[src/rtl/spi_master_link.sv]
// spi_master_link: SPI mode-0, MSB-first initiator for the DSO command protocol (control byte + payload).
// Define SPI_MASTER_ID_CHECK_EN to add id_err and skip the payload when the device ID is unexpected.
module spi_master_link #(
    parameter int unsigned HALF_DIV  = 4,
    parameter int unsigned LEN_W     = 14,
    parameter int unsigned CS_GAP    = 8
`ifdef SPI_MASTER_ID_CHECK_EN
    ,
    parameter logic [7:0]  EXPECT_ID = 8'h91
`endif
) (
    input  logic             clk,
    input  logic             rst,
    input  logic             start,
    input  logic [7:0]       cmd,
    input  logic [LEN_W-1:0] len,
    input  logic [7:0]       tx_data,
    input  logic             tx_valid,
    output logic             tx_ready,
    output logic [7:0]       rx_data,
    output logic             rx_valid,
    output logic [7:0]       id_byte,
    output logic             busy,
    output logic             done,
    output logic             ncs_spi,
    output logic             sck_spi,
    output logic             mosi_spi,
    input  logic             miso_spi
`ifdef SPI_MASTER_ID_CHECK_EN
    ,
    output logic             id_err
`endif
);

    localparam int unsigned CntMax = (HALF_DIV > CS_GAP) ? HALF_DIV : CS_GAP;
    localparam int unsigned CntW   = $clog2(CntMax + 1);
    localparam logic [CntW-1:0] HalfLast = CntW'(HALF_DIV - 1);
    localparam logic [CntW-1:0] GapLast  = CntW'(CS_GAP - 1);

    typedef enum logic [2:0] {
        StIdle,
        StSetup,
        StLow,
        StHigh,
        StFetch,
        StHold,
        StGap
    } state_e;

    state_e           state;
    logic [CntW-1:0]  cnt;
    logic [2:0]       bit_cnt;
    logic [6:0]       shift_tx;   // bits still to send after the one already on mosi
    logic [7:0]       shift_rx;
    logic [LEN_W-1:0] bytes_left;
    logic             in_ctrl;

    always_ff @(posedge clk) begin
        if (rst) begin
            state      <= StIdle;
            cnt        <= '0;
            bit_cnt    <= '0;
            shift_tx   <= '0;
            shift_rx   <= '0;
            bytes_left <= '0;
            in_ctrl    <= 1'b0;
            tx_ready   <= 1'b0;
            rx_data    <= '0;
            rx_valid   <= 1'b0;
            id_byte    <= '0;
            busy       <= 1'b0;
            done       <= 1'b0;
            ncs_spi    <= 1'b1;
            sck_spi    <= 1'b0;
            mosi_spi   <= 1'b0;
`ifdef SPI_MASTER_ID_CHECK_EN
            id_err     <= 1'b0;
`endif
        end else begin
            done     <= 1'b0;
            tx_ready <= 1'b0;
            rx_valid <= 1'b0;
            unique case (state)
                StIdle: begin
                    if (start) begin
                        busy       <= 1'b1;
                        ncs_spi    <= 1'b0;
                        mosi_spi   <= cmd[7];
                        shift_tx   <= cmd[6:0];
                        bytes_left <= len;
                        in_ctrl    <= 1'b1;
                        cnt        <= '0;
                        bit_cnt    <= '0;
`ifdef SPI_MASTER_ID_CHECK_EN
                        id_err     <= 1'b0;
`endif
                        state      <= StSetup;
                    end
                end
                // miso is sampled on the same clk edge that raises sck
                StSetup, StLow: begin
                    if (cnt == HalfLast) begin
                        cnt      <= '0;
                        sck_spi  <= 1'b1;
                        shift_rx <= {shift_rx[6:0], miso_spi};
                        state    <= StHigh;
                    end else begin
                        cnt <= cnt + CntW'(1);
                    end
                end
                StHigh: begin
                    if (cnt == HalfLast) begin
                        cnt     <= '0;
                        sck_spi <= 1'b0;
                        if (bit_cnt == 3'd7) begin
                            bit_cnt <= '0;
                            if (in_ctrl) begin
                                in_ctrl <= 1'b0;
                                id_byte <= shift_rx;
`ifdef SPI_MASTER_ID_CHECK_EN
                                if (shift_rx != EXPECT_ID) begin
                                    id_err <= 1'b1;
                                    state  <= StHold;
                                end else
`endif
                                if (bytes_left == '0) begin
                                    state <= StHold;
                                end else begin
                                    state <= StFetch;
                                end
                            end else begin
                                rx_data    <= shift_rx;
                                rx_valid   <= 1'b1;
                                bytes_left <= bytes_left - LEN_W'(1);
                                state      <= (bytes_left == LEN_W'(1)) ? StHold : StFetch;
                            end
                        end else begin
                            bit_cnt  <= bit_cnt + 3'd1;
                            mosi_spi <= shift_tx[6];
                            shift_tx <= {shift_tx[5:0], 1'b0};
                            state    <= StLow;
                        end
                    end else begin
                        cnt <= cnt + CntW'(1);
                    end
                end
                // sck is stretched low here until the producer has a byte ready
                StFetch: begin
                    if (tx_valid) begin
                        tx_ready <= 1'b1;
                        mosi_spi <= tx_data[7];
                        shift_tx <= tx_data[6:0];
                        cnt      <= '0;
                        state    <= StLow;
                    end
                end
                StHold: begin
                    if (cnt == HalfLast) begin
                        cnt     <= '0;
                        ncs_spi <= 1'b1;
                        done    <= 1'b1;
                        state   <= StGap;
                    end else begin
                        cnt <= cnt + CntW'(1);
                    end
                end
                StGap: begin
                    if (cnt == GapLast) begin
                        cnt   <= '0;
                        busy  <= 1'b0;
                        state <= StIdle;
                    end else begin
                        cnt <= cnt + CntW'(1);
                    end
                end
                default: state <= StIdle;
            endcase
        end
    end

endmodule

[config.mk]
export PLATFORM = sky130hd
export DESIGN_NAME = spi_master_link
export DESIGN_NICKNAME = d
export VERILOG_FILES = /design/src/rtl/spi_master_link.sv
export SDC_FILE = /design/constraint.sdc
export NUM_CORES = 1
export LEC_CHECK = 0
export CAP_MARGIN = 20
export CORE_ASPECT_RATIO = 1.75
export CORE_MARGIN = 8
export CORE_UTILIZATION = 35
export CTS_CLUSTER_DIAMETER = 60
export DETAILED_ROUTE_END_ITERATION = 10
export SYNTH_ARGS = -nofsm -noshare
export SYNTH_HDL_FRONTEND = slang
export SYNTH_SLANG_ARGS = --single-unit
[constraint.sdc]
create_clock -name clk -period 2.3 [get_ports clk]
set_clock_uncertainty 0.2 [all_clocks]
set_input_delay 0.345 -clock clk [delete_from_list [all_inputs] [get_ports clk]]
set_output_delay 0.345 -clock clk [all_outputs]
set_load 0.005 [all_outputs]
==> results of run 1 <==
state kept, by name (all words and copies together), names as in the netlist:
register and count:
mosi_spi 1, busy 1, bit_cnt 3, in_ctrl 1, rx_valid 1, state 3, rx_data 8, id_byte 8
ncs_spi 1, shift_tx 7, bytes_left 14, done 1, shift_rx 8, sck_spi 1, cnt 4, tx_ready 1
metrics by stage:
stage	cell area, sq um	setup WS [ns]	TNS, ns	instances
5_1_grt	4530	0.0101	0	596
3_5_place_dp	4200	-0.0987	-0.617	580
4_1_cts	4510	0.0283	0	596
6_report	4530	0.0758	0	596
3_3_place_gp	4200	-0.150	-0.401	580
2_1_floorplan	3310	0.110	0	393
layout make-up:
cell class | instances | area (sq um)
inverters | 11 | 41.3
well taps | 122 | 153
flip-flops and latches | 63 | 1260
clock inverters | 7 | 80.1
repair buffers | 94 | 893
multi-input cells | 290 | 1880
clock buffers | 9 | 225
fillers | 898 | 4820
routing by layer:
metal | vias to the layer above | routed length (microns) | GRT usage, % | share of wire [%]
li1 | 1582 | - | - | -
met1 | 1500 | 3740 | 15.8 | 39
met2 | 79 | 5100 | 27.7 | 54
met3 | 18 | 408 | 3.30 | 4.3
met4 | 0 | 278 | 8.11 | 2.9
met5 | - | 0 | 0 | 0
repair_timing:
| action | in CTS | in global routing |
|---|---|---|
| hold buffers | 0 | 0 |
| gates cloned | 0 | 0 |
| setup endpoints to repair | 4 | 18 |
| resized for setup | 2 | 6 |
power by group:
group	switching, W	leakage [nW]	internal [W]
Combinational	0.000204	1.19	0.000209
Clock	0.000527	0.143	0.000849
Sequential	0.0000345	0.512	0.00113
cells by family after synthesis:
group | count (synthesis) | synth area share [%]
buf+inv | 40 | 5.90
fa+ha+maj | 6 | 2.27
flops | 63 | 38.1
compound gates | 105 | 20.3
simple gates | 148 | 24.0
xor+xnor | 3 | 0.794
mux | 28 | 8.54
worst max-delay path by stage:
stage	startpoint	to	cells after the start
floorplan	cnt[0]$_SDFFE_PP0P_	shift_tx[0]$_SDFFE_PP0P_	5
global placement	start	cnt[2]$_SDFFE_PP0P_	5
detailed placement	start	cnt[2]$_SDFFE_PP0P_	5
CTS	cnt[1]$_SDFFE_PP0P_	bytes_left[9]$_SDFFE_PP0P_	6
global route	cnt[1]$_SDFFE_PP0P_	shift_tx[0]$_SDFFE_PP0P_	5
finish	cnt[1]$_SDFFE_PP0P_	shift_tx[0]$_SDFFE_PP0P_	5
layout by cell type, fill, tap and decap left out, drive strengths merged, types with 8 or more instances in the layout:
master,instances
nand3,11
buf,38
dfxtp,63
nand4,8
mux2i,26
nand2,29
clkdlybuf4s50,56
o21ai,30
inv,13
nor3b,12
clkbuf,9
nor2,46
a21oi,31
==> results.py, run 1 <==
metrics = {
    "placement": {
        "gp_congestion": 0.898,
        "place.port_buffers": 57,
        "detailed_place_hpwl_microns": 7060,
    },
    "critical_path": {
        "worst_setup_path_end_kind": "flip-flop",
        "reg2regPathDepth": 5,
        "cp_num_buf_inv": 0,
        "critical-path-max-stage-delay_ns": 0.53,
        "critPathRequiredTime_ns": 2.36,
        "crit_path_start_kind": "flip-flop",
        "critical_path.reg2reg.endpoint": "shift_tx[0]$_SDFFE_PP0P_",
        "crit_chain": "ha_2 -> or4b_4 -> a2bb2oi_2 -> or4_1 -> a21oi_1",
        "crit_family": "simple AND/OR/NAND/NOR gates",
        "r2r-start": "cnt[1]$_SDFFE_PP0P_",
        "timing.setup.critical_path_class": "flip-flop to flip-flop",
        "r2r_setup_slack_ns": 0.08,
        "worst-path-max-fanout": 5,
        "worst_path_max_delay_cell": "or4_1",
        "cp_data_arrival_time_ns": 2.29,
    },
    "timing": {
        "maxSlewHeadroom_pct": 67.7,
        "report.final.hold_viol_count": 0,
        "fin_crit_ns": 2.22,
        "timing_worst_slew_pin_value_ns": 0.481,
        "finalCritPeriodShare_pct": 96.7,
        "max_freq_mhz": 450,
        "final_setup_violation_count": 0,
        "drv_slew": 0,
        "fin_hold_ws_ns": 0.137,
        "rsz0062_at_grt": "false",
    },
    "routing": {
        "vias_per_cell": 5.33,
        "routed-via-count": 3179,
        "postRouteWirelength_microns": 9520,
        "detailedRoute.firstPassIterationCount": 4,
        "detailedRoute.firstIterationViolations": 107,
        "drt.antenna.violating_nets": 0,
        "drcViolationCount": 0,
        "routed_wire_length_per_instance_microns": 16.0,
    },
    "cts": {
        "tritoncts": "built",
        "clock_insertion_delay_worst_skew_ns": 0.33,
        "htree_num_levels": 3,
        "tritoncts.num_buffers": 9,
        "clockBufferDepth": 2,
        "cts_root_buffer": "clkbuf_16",
        "post_cts_buffers": 0,
        "cts_sinks": 63,
        "clock_slew_seen_by_the_registers_of_the_worst_setup_and_hold_paths_ns": 0.06,
    },
    "power": {
        "overall_power_w": 0.00296,
        "peakVddDrop_mv": 0.407,
        "power.density_nw_per_um2": 652,
        "power_leakage_nw": 1.85,
    },
    "synthesis": {
        "synth.most_common_cell": "dfxtp_1",
        "fraction_of_the_yosys_area_taken_by_sequential_cells_pct": 38.1,
        "synthesis.nets": 434,
        "synth_top_cell_area_share_pct": 38.1,
        "synthDistinctLibCells": 63,
        "synth_common_cells": "dfxtp_1, nor2_1, a21oi_1",
        "synth_ff_type": "dfxtp_1",
        "netlist_instances": 393,
        "synth_top_cell_by_area": "dfxtp_1",
        "ys.warnings.count": 0,
        "asyncSetResetFlopFracSynth_pct": 0,
        "syn_area_per_cell_sq_um": 8.42,
        "synth.top_cells.by_area": "dfxtp_1, mux2i_1, nor2_1, a21oi_1, o21ai_0",
        "netlist_area_before_placement_sq_um": 3310,
        "synth_enable_flop_cells": 0,
        "yosys_register_bits": 63,
    },
    "floorplanning": {
        "die_h_microns": 145,
        "chipWidth_microns": 89.5,
        "floorplan.io_pins": 58,
        "fp-row-count": 47,
        "die-area_sq_um": 12900,
        "floorplan.initialDensity_pct": 35.4,
        "core_region_area_sq_um": 9350,
    },
    "grt": {
        "grt_antenna_before_repair": 0,
        "maximum_number_of_pins_on_one_net_before_global_route_repair": 53,
        "number_of_global_route_vias_before_repair": 3198,
        "groute.usage.overall_pct": 15.3,
        "overflow": 0,
        "grt_pass1_wl_microns": 15300,
    },
    "layout": {
        "post_route_cells_drive_above_1_share_pct": 15.8,
        "end_of_flow_core_utilization_pct": 48.5,
        "syn_to_final_growth_pct": 37.0,
        "antenna_cells": 0,
        "finalNetCount": 510,
    },
    "worst_hold_path": {
        "min-delay-start": "rst",
        "holdCritPathClass": "input port to flip-flop",
        "timing.hold.worst_endpoint": "bytes_left[11]$_SDFFE_PP0P_",
        "number_of_cells_on_the_worst_hold_path": 2,
    },
    "status": {
        "outcome": "finished, final reports clean",
    },
    "job": {
        "maxCapViolations": 0,
    },
}
(Power assumes the default switching activity.)
==> inputs of run 2 (changes only) <==
--- a/config.mk
+++ b/config.mk
@@ -5,9 +5,7 @@
 export SDC_FILE = /design/constraint.sdc
 export NUM_CORES = 1
 export LEC_CHECK = 0
-export CAP_MARGIN = 20
 export CORE_ASPECT_RATIO = 1.75
-export CORE_MARGIN = 8
 export CORE_UTILIZATION = 35
 export CTS_CLUSTER_DIAMETER = 60
 export DETAILED_ROUTE_END_ITERATION = 10
==> run 2 against run 1 <==
Effect of this change: worst hold slack better by 0.068 ns; wire length is 4.7% lower; power is 4.5% lower; cell count is 1.5% lower; global-route usage is 4.5 points higher; clock-buffer cell count stayed put; via count is 0.88% lower; register-to-register slack hardly changed.
==> results.py, run 2 (same netlist as run 1, synthesis figures left out) <==
metrics = {
    "floorplanning": {
        "die_h_microns": 131,
        "floorplan.initialDensity_pct": 36.4,
        "core_region_area_sq_um": 9090,
        "die-area_sq_um": 9860,
        "chipWidth_microns": 75.5,
        "floorplan.io_pins": 58,
        "fp-row-count": 46,
    },
    "layout": {
        "final_common_cell": "dfxtp_1",
        "syn_to_final_growth_pct": 33.4,
        "seq_area_sq_um": 1260,
        "top_register": "bytes_left",
        "final-instance-count-excl-fill": 587,
        "finalNetCount": 503,
        "largest_register_ff_count": 14,
        "post_route_cells_drive_above_1_share_pct": 13.9,
        "multiInputGateArea_sq_um": 1870,
        "antenna_cells": 0,
        "n_fill_cell": 932,
        "most-common-layout-cells": "dfxtp_1, clkdlybuf4s50_1, nor2_1, a21oi_1, nand2_1",
    },
    "critical_path": {
        "crit_start": "cnt[1]$_SDFFE_PP0P_",
        "reg2regPathDepth": 5,
        "cp_data_arrival_time_ns": 2.29,
        "critPathRequiredTime_ns": 2.36,
        "critical-path-max-stage-delay_ns": 0.53,
        "crit_path_start_kind": "flip-flop",
        "worst_setup_path_end_kind": "flip-flop",
        "worst-path-max-fanout": 5,
        "critical_path.reg2reg.endpoint": "shift_tx[0]$_SDFFE_PP0P_",
        "r2r_setup_slack_ns": 0.07,
        "timing.setup.critical_path_class": "flip-flop to flip-flop",
        "worst_path_max_delay_cell": "or4b_4",
        "crit_chain": "ha_1 -> or4b_4 -> a2bb2oi_2 -> or4_1 -> a21oi_1",
        "r2r-start": "cnt[1]$_SDFFE_PP0P_",
    },
    "grt": {
        "number_of_global_route_vias_before_repair": 3114,
        "grt_antenna_before_repair": 0,
        "overflow": 0,
        "grt_pass1_wl_microns": 14700,
        "global_routing_usage_on_met3_pct": 4.29,
        "global_route.peak_usage_layer": "met2",
        "groute.usage.overall_pct": 19.9,
        "use_met2_pct": 36.0,
        "maximum_number_of_pins_on_one_net_before_global_route_repair": 29,
        "groute.layer.met1.usage_pct": 20.9,
    },
    "routing": {
        "routed-via-count": 3151,
        "detailedRoute.firstIterationViolations": 95,
        "routed_wire_length_per_instance_microns": 15.5,
        "detailedRoute.firstPassIterationCount": 4,
        "drt.antenna.violating_nets": 0,
        "vias_per_cell": 5.37,
        "postRouteWirelength_microns": 9080,
        "drcViolationCount": 0,
    },
    "placement": {
        "numPlacedInstances": 571,
        "detailed_place_hpwl_microns": 6510,
        "place.port_buffers": 57,
        "gp_congestion": 0.837,
        "place_worst_setup_slack_ns": 0.00304,
    },
    "worst_hold_path": {
        "holdCritPathClass": "input port to flip-flop",
        "timing.hold.worst_endpoint": "in_ctrl$_SDFFE_PP0P_",
        "number_of_cells_on_the_worst_hold_path": 2,
        "min-delay-start": "rst",
    },
    "power": {
        "comb_power_share_pct": 13.6,
        "total_switching_power_w": 0.000763,
        "power.density_nw_per_um2": 639,
        "pwr-share-seq_pct": 41.4,
        "sw_frac_of_total_pct": 27.0,
        "power_leakage_nw": 1.80,
        "clock_group_share_of_total_power_pct": 45.0,
        "peakVddDrop_mv": 0.480,
        "intPower_w": 0.00206,
    },
    "cts": {
        "cts_sinks": 63,
        "cts_root_buffer": "clkbuf_16",
        "htree_num_levels": 3,
        "post_cts_buffers": 0,
        "ctsHoldBuffers": 0,
        "clockBufferDepth": 2,
        "tritoncts": "built",
        "clock_insertion_delay_worst_skew_ns": 0.33,
        "tritoncts.num_buffers": 9,
        "clock_slew_seen_by_the_registers_of_the_worst_setup_and_hold_paths_ns": 0.06,
        "post_cts_gate_resize_count": 2,
    },
    "timing": {
        "setup_tns_ns": 0,
        "rsz0062_at_grt": "false",
        "maxSlewHeadroom_pct": 61.0,
        "report.final.hold_viol_count": 0,
        "fin_hold_ws_ns": 0.205,
        "fin_crit_ns": 2.23,
        "final_setup_margin_ns": 0.0673,
        "timing_worst_slew_pin_value_ns": 0.580,
        "final_setup_violation_count": 0,
        "finalCritPeriodShare_pct": 97.1,
        "max_freq_mhz": 448,
        "drv_slew": 0,
    },
    "job": {
        "maxCapViolations": 0,
    },
    "status": {
        "outcome": "finished, final reports clean",
    },
}
[run 2: worst max-delay path by stage]
stage / end / slack (ns) / cells past startpoint
3_5_place_dp: shift_tx[2]$_SDFFE_PP0P_ / 0.003 / 5
5_1_grt: shift_tx[0]$_SDFFE_PP0P_ / 0.01 / 5
4_1_cts: bytes_left[1]$_SDFFE_PP0P_ / 0.03 / 6
2_1_floorplan: shift_tx[0]$_SDFFE_PP0P_ / 0.11 / 5
6_report: shift_tx[0]$_SDFFE_PP0P_ / 0.07 / 5
3_3_place_gp: cnt[2]$_SDFFE_PP0P_ / 0.04 / 5
[run 2: stage by stage]
| step | util (%) | cell area, sq um | power [W] |
|---|---|---|---|
| global placement | 45.3 | 4120 | 0.00157 |
| finish | 48.6 | 4420 | 0.00282 |
| detailed placement | 45.3 | 4120 | 0.00157 |
| global route | 48.6 | 4420 | 0.00296 |
| floorplan | - | 3310 | 0.00139 |
| CTS | 48.5 | 4410 | 0.00286 |
[run 2: cell type report]
class / count / share of cell area (%)
Timing Repair Buffer: 87 / 18.5
Tap cell: 120 / 3.40
Clock buffer: 9 / 5.10
Clock inverter: 7 / 1.28
Multi-Input combinational cell: 290 / 42.2
Sequential cell: 63 / 28.6
Inverter: 11 / 0.935
[run 2: routing by layer]
metal	wire length [microns]	part of all wire, %	vias to the layer above
li1	-	-	1571
met5	0	0	-
met2	4870	54	77
met4	201	2.2	0
met3	334	3.7	14
met1	3670	40	1489
[run 2: critical path, delay by kind of cell (launching register included)]
kind | cells | cell delay [ns]
and+or+nand+nor | 2 | 1.05
DFF | 1 | 0.36
AOI/OAI and AO/OA | 2 | 0.33
adders and majority gates | 1 | 0.21
[run 2: power by group through the flow]
stage | Sequential [W] | Clock, W | Combinational [W]
finish | 0.00117 | 0.00127 | 0.000384
global route | 0.00117 | 0.00136 | 0.000423
CTS | 0.00117 | 0.00131 | 0.000384
detailed placement | 0.00119 | 0 | 0.000381
global placement | 0.00119 | 0 | 0.000377
floorplan | 0.00118 | 0 | 0.000217
